### config.mk
export PLATFORM = sky130hd
export DESIGN_NAME = fifo_param
export DESIGN_NICKNAME = d
export VERILOG_FILES = /design/src/rtl/fifo_pkg.sv /design/src/rtl/fifo_mem.sv /design/src/rtl/fifo_param.sv
export SDC_FILE = /design/constraint.sdc
export NUM_CORES = 1
export LEC_CHECK = 0
export CORE_UTILIZATION = 25
export DETAILED_ROUTE_END_ITERATION = 7
export MAX_ROUTING_LAYER = met4
export SYNTH_ARGS = -nofsm -noshare
export SYNTH_HDL_FRONTEND = slang
export SYNTH_SLANG_ARGS = --single-unit
### constraint.sdc
create_clock -name clk -period 3.4 [get_ports clk]
set_clock_uncertainty 0.15 [all_clocks]
set_input_delay 0.51 -clock clk [delete_from_list [all_inputs] [get_ports clk]]
set_output_delay 0.51 -clock clk [all_outputs]
set_load 0.005 [all_outputs]
### src/rtl/fifo_pkg.sv
// Shared constants for the parameterised FIFO: default geometry and full-handling modes.
package fifo_pkg;
  localparam int DW_DEF       = 8;
  localparam int AW_DEF       = 3;
  localparam int FM_REJECT    = 0;
  localparam int FM_OVERWRITE = 1;
endpackage

### src/rtl/fifo_mem.sv
// DEPTH x DW storage: one synchronous write port and one registered read port.
module fifo_mem
  import fifo_pkg::*;
#(
  parameter int DW = DW_DEF,
  parameter int AW = AW_DEF
) (
  input  logic          clk,
  input  logic          reset,
  input  logic          we,
  input  logic [AW-1:0] wr_addr,
  input  logic [DW-1:0] wr_data,
  input  logic          re,
  input  logic [AW-1:0] rd_addr,
  output logic [DW-1:0] rd_data
);
  localparam int DEPTH = 1 << AW;

  logic [DW-1:0] mem [DEPTH];

  // Array is never reset; only the output register is.
  always_ff @(posedge clk) begin
    if (we) mem[wr_addr] <= wr_data;
  end

  // Same-address read/write returns the old word (read-before-write).
  always_ff @(posedge clk) begin
    if (reset)   rd_data <= '0;
    else if (re) rd_data <= mem[rd_addr];
  end
endmodule

### src/rtl/fifo_param.sv
// Parameterised synchronous FIFO: pointer/count control, status flags and error pulse
// around a fifo_mem storage block. Full handling selectable between reject and overwrite.
module fifo_param
  import fifo_pkg::*;
#(
  parameter int DW        = DW_DEF,
  parameter int AW        = AW_DEF,
  parameter int FULL_MODE = FM_REJECT
) (
  input  logic          clk,
  input  logic          reset,
  input  logic          push,
  input  logic          pop,
  input  logic [DW-1:0] data_in,
  input  logic [AW:0]   umbral_almost_full,
  input  logic [AW:0]   umbral_almost_empty,
  output logic [DW-1:0] data_out,
  output logic          valid_out,
  output logic [AW:0]   count,
  output logic          fifo_empty,
  output logic          fifo_full,
  output logic          almost_full,
  output logic          almost_empty,
  output logic          error
);
  localparam int          DEPTH   = 1 << AW;
  localparam logic [AW:0] DEPTH_C = (AW+1)'(DEPTH);
  localparam logic [AW:0] CNT_ONE = (AW+1)'(1);
  localparam logic [AW-1:0] PTR_ONE = AW'(1);
  localparam bit          OVW     = (FULL_MODE == FM_OVERWRITE);

  logic [AW-1:0] wr_ptr, rd_ptr;
  logic [AW:0]   count_nxt;
  logic          pop_ok, push_ok, ovw, rd_adv, err_nxt;

  // Status depends only on the registered count and the live thresholds.
  assign fifo_empty   = (count == '0);
  assign fifo_full    = (count == DEPTH_C);
  assign almost_full  = (count >= umbral_almost_full);
  assign almost_empty = (count <= umbral_almost_empty);

  assign pop_ok  = pop && !fifo_empty;
  // A pop in the same cycle frees the head slot, so a full FIFO still takes the push.
  assign push_ok = push && (!fifo_full || pop || OVW);
  assign ovw     = OVW && push && fifo_full && !pop;
  assign rd_adv  = pop_ok || ovw;
  assign err_nxt = (pop && fifo_empty) || (push && fifo_full && !pop);

  always_comb begin
    count_nxt = count;
    if (push_ok && !rd_adv)      count_nxt = count + CNT_ONE;
    else if (rd_adv && !push_ok) count_nxt = count - CNT_ONE;
  end

  always_ff @(posedge clk) begin
    if (reset) begin
      wr_ptr    <= '0;
      rd_ptr    <= '0;
      count     <= '0;
      valid_out <= 1'b0;
      error     <= 1'b0;
    end else begin
      if (push_ok) wr_ptr <= wr_ptr + PTR_ONE;
      if (rd_adv)  rd_ptr <= rd_ptr + PTR_ONE;
      count     <= count_nxt;
      valid_out <= pop_ok;
      error     <= err_nxt;
    end
  end

  fifo_mem #(.DW(DW), .AW(AW)) u_mem (
    .clk     (clk),
    .reset   (reset),
    .we      (push_ok && !reset),
    .wr_addr (wr_ptr),
    .wr_data (data_in),
    .re      (pop_ok && !reset),
    .rd_addr (rd_ptr),
    .rd_data (data_out)
  );
endmodule
==> summary.txt <==
Placed design
  – Hpwl dp: 4.51 mm
  – Buffers on Ports: 37
  – GPL Wtd Cong: 0.751

Synthesis
  – Synthesized area per cell: 15.8 sq um
  – Post-Syn Nets: 261
  – Synth Instances: 227
  – Seq/Total Area, Yosys: 0.649
  – Yosys reg bits: 84
  – Library cells used by synthesis: 39
  – YS warnings: 0
  – Synthesized cell area: 3580 sq um

Critical path
  – CP Cell Sequence: clkdlybuf4s50_1 -> inv_1 -> ha_1 -> nor2b_1 -> o21a_1 -> o21a_1 -> o21ai_0 -> clkdlybuf4s50_1
  – Critical Path Max Stage Delay: 0.52 ns
  – Flop2flop setup slack: 0.51 ns
  – CP Capture Type: output port
  – Critical path buffers and inverters: 3
  – CP top delay family: buffers and inverters
  – R2r startpoint: count[0]$_SDFFE_PP0P_
  – Reg2Reg Depth: 10
  – CP Max Fanout: 2
  – Startpoint types: input port
  – Critical path arrival: 2.40 ns
  – Reg2reg end: count[3]$_SDFFE_PP0P_
  – Critical path type: input port to output port
  – Worst path slowest cell: clkdlybuf4s50_1
  – Data required, critical path: 2.74 ns

Floorplan
  – I/O pin total: 38
  – Initial Util: 0.257
  – Row count: 43
  – Die width: 122 um
  – DIE AREA: 14800 sq um
  – Total core area: 13900 sq um
  – Die Ht: 122 um

Min path
  – WHS Path Cells: 2
  – Worst Hold Class: flip-flop to flip-flop
  – Hold path startpoint: u_mem.rd_data[4]$_SDFFE_PP0P_
  – WHS Endpoint: u_mem.rd_data[4]$_SDFFE_PP0P_

Detailed routing
  – Drt total wl: 6.99 mm
  – DR WL/cell: 15.2 um
  – Vias: 2036
  – Post-DR vias/cell: 4.42
  – First-pass iteration count of the detailed router: 4
  – Iter 0 DRT Violations: 111
  – DRC viols: 0
  – Routed Antenna Nets: 0

CTS
  – Clock buffers created by TritonCTS: 9
  – Post-CTS Resized: 0
  – CTS tree: yes
  – Cts-stage hold buffer count: 0
  – Clock root buffer: clkbuf_16
  – CTS H-tree lvls: 3
  – Buffer count from post-CTS setup fixing: 0
  – Max Root-Sink Buffers: 2
  – Clock transition at path regs: 0.06 ns
  – Clock Sinks: 84
  – Worst skew pair latency: 0.33 ns

Final layout
  – N_diodes: 0
  – Multi-input logic area: 1150 sq um
  – Layout cells sized above 1: 0.135
  – Fill cells: 1344
  – Area growth, synth to finish: 25.5%
  – Final net count: 310
  – Reg area: 2320 sq um

GRT
  – Gr usage total: 0.106
  – Gr ovfl total: 0
  – Number of global-route vias before repair: 2028
  – Largest net degree at the start of global routing: 21
  – Global-route wire length before repair: 10.9 mm
  – Initial antenna violation count: 0

Flow run
  – # Max-Cap Violations: 0

Timing
  – Setup TNS: 0 ns
  – Fmax: 0.327 GHz
  – Final Hold Fails: 0
  – Crit share post-route: 0.899
  – Least-Margin Pin Slew: 0.861 ns
  – Tmin final: 3.06 ns
  – Slew headroom: 0.425
  – Unrepaired setup endpoints after global routing: no
  – Final setup fails: 0
  – Max-slew violation count: 0
  – Hold_ws: 0.350 ns

Pwr
  – PwrDens: 684 nW/um^2
  – Leakage power: 1.58 nW
  – VDD IR max: 0.000237 V

Status
  – Outcome: finished, final reports clean
[logic make-up after synthesis]
| logic type | after synthesis | share of synthesized area |
|---|---|---|
| XOR/XNOR | 6 | 0.0147 |
| multiplexers | 18 | 0.122 |
| AO/OA/AOI/OAI | 24 | 0.0465 |
| flip-flops | 84 | 0.649 |
| AND/OR/NAND/NOR | 59 | 0.0864 |
| adder cells (fa/ha/maj) | 14 | 0.0511 |
| buffers and inverters | 22 | 0.0294 |
[worst max-delay path by stage]
stage                           startpoint               endpoint  slack (ns)  cells after the start
floorplan            count[0]$_SDFFE_PP0P_  count[3]$_SDFFE_PP0P_        0.74                     10
global placement                       pop  count[3]$_SDFFE_PP0P_        0.32                     11
detailed placement                     pop  count[3]$_SDFFE_PP0P_        0.20                     11
CTS                 umbral_almost_empty[1]           almost_empty        0.32                      8
global route        umbral_almost_empty[1]           almost_empty        0.25                      8
finish              umbral_almost_empty[1]           almost_empty        0.34                      8
[metrics by stage]
stage	setup WS (ns)	instance area, sq um	power (W)	util	cells
5_1_grt	0.248	4490	0.00324	0.322	461
6_report	0.345	4490	0.00307	0.322	461
3_3_place_gp	0.317	4190	0.00213	0.301	445
2_1_floorplan	0.744	3580	0.00184	-	227
4_1_cts	0.325	4490	0.00312	0.322	461
3_5_place_dp	0.197	4190	0.00215	0.301	445
[state kept, by name (all words and copies together) (netlist names)]
name and cells:
u_mem.mem 64, u_mem.rd_data 8, count 4, rd_ptr 3, wr_ptr 3, error 1, valid_out 1
[cells in the final DEF, fill, tap and decap left out, drive strengths merged]
cell type,n
inv,12
nor4,1
nand2,9
o21ai,2
o21a,2
nand3b,1
clkbuf,12
mux2,1
o22ai,8
o211ai,1
clkdlybuf4s50,37
nor2b,1
nor2,28
fa,1
mux4,16
nor4b,1
nand2b,3
or3,1
nor3,12
ha,13
o41a,1
a31oi,1
a211oi,1
mux2i,1
nand3,1
clkinv,3
dfxtp,20
a21o,3
xor2,3
a21oi,5
buf,11
xnor2,3
nand4,1
bufinv,1
edfxtp,64
[layer usage]
| metal | GRT usage | routed length, um |
|---|---|---|
| met1 | 0.125 | 3110 |
| met5 | - | 0 |
| met2 | 0.169 | 3490 |
| met3 | 0.0276 | 261 |
| met4 | 0.0502 | 121 |
[cells in the mapped netlist]
master	count	area, sq um
a211oi_1	1	7.51
a21o_1	3	22.5
a21oi_1	5	25.0
a31oi_1	1	6.26
buf_2	2	10.0
buf_4	1	7.51
buf_6	2	22.5
clkbuf_1	4	15.0
clkbuf_2	1	5.00
dfxtp_1	20	400
edfxtp_1	64	1920
fa_1	1	20.0
ha_1	13	163
inv_1	11	41.3
inv_2	1	3.75
mux2_2	1	11.3
mux2i_1	1	10.0
mux4_1	15	394
mux4_2	1	22.5
nand2_1	9	33.8
nand2b_1	3	18.8
nand3_1	1	5.00
nand3b_1	1	7.51
nand4_1	1	6.26
nor2_1	28	105
nor2b_1	1	6.26
nor3_1	4	20.0
nor3_2	8	80.1
nor4_1	1	6.26
nor4b_1	1	8.76
o211ai_1	1	7.51
o21a_1	2	15.0
o21ai_0	1	5.00
o21ai_4	1	16.3
o22ai_1	8	50.1
o41a_1	1	11.3
or3_4	1	11.3
xnor2_1	3	26.3
xor2_1	3	26.3
[final cells by class]
class                           count  area share
Sequential cell                    84       0.517
Multi-Input combinational cell    121       0.256
Timing Repair Buffer               48       0.101
Clock buffer                       12      0.0549
Tap cell                          180      0.0502
Clock inverter                      4      0.0109
Inverter                           12      0.0100
[worst reg2reg max path, cell delays in order (launching register included)]
cell and delay (ns):
dfxtp_1 0.40, or3_4 0.47, o21ai_4 0.24, inv_2 0.09
ha_1 0.20, inv_1 0.13, ha_1 0.29, a21oi_1 0.20
a211oi_1 0.10, a31oi_1 0.16, mux2_2 0.35
[report_power, final]
part           switching (W)  leakage, nW  internal [W]
Sequential         0.0000926        0.743       0.00120
Clock               0.000371        0.147      0.000588
Combinational       0.000364        0.689      0.000460
Note: power is estimated with default switching activity, not from simulation.
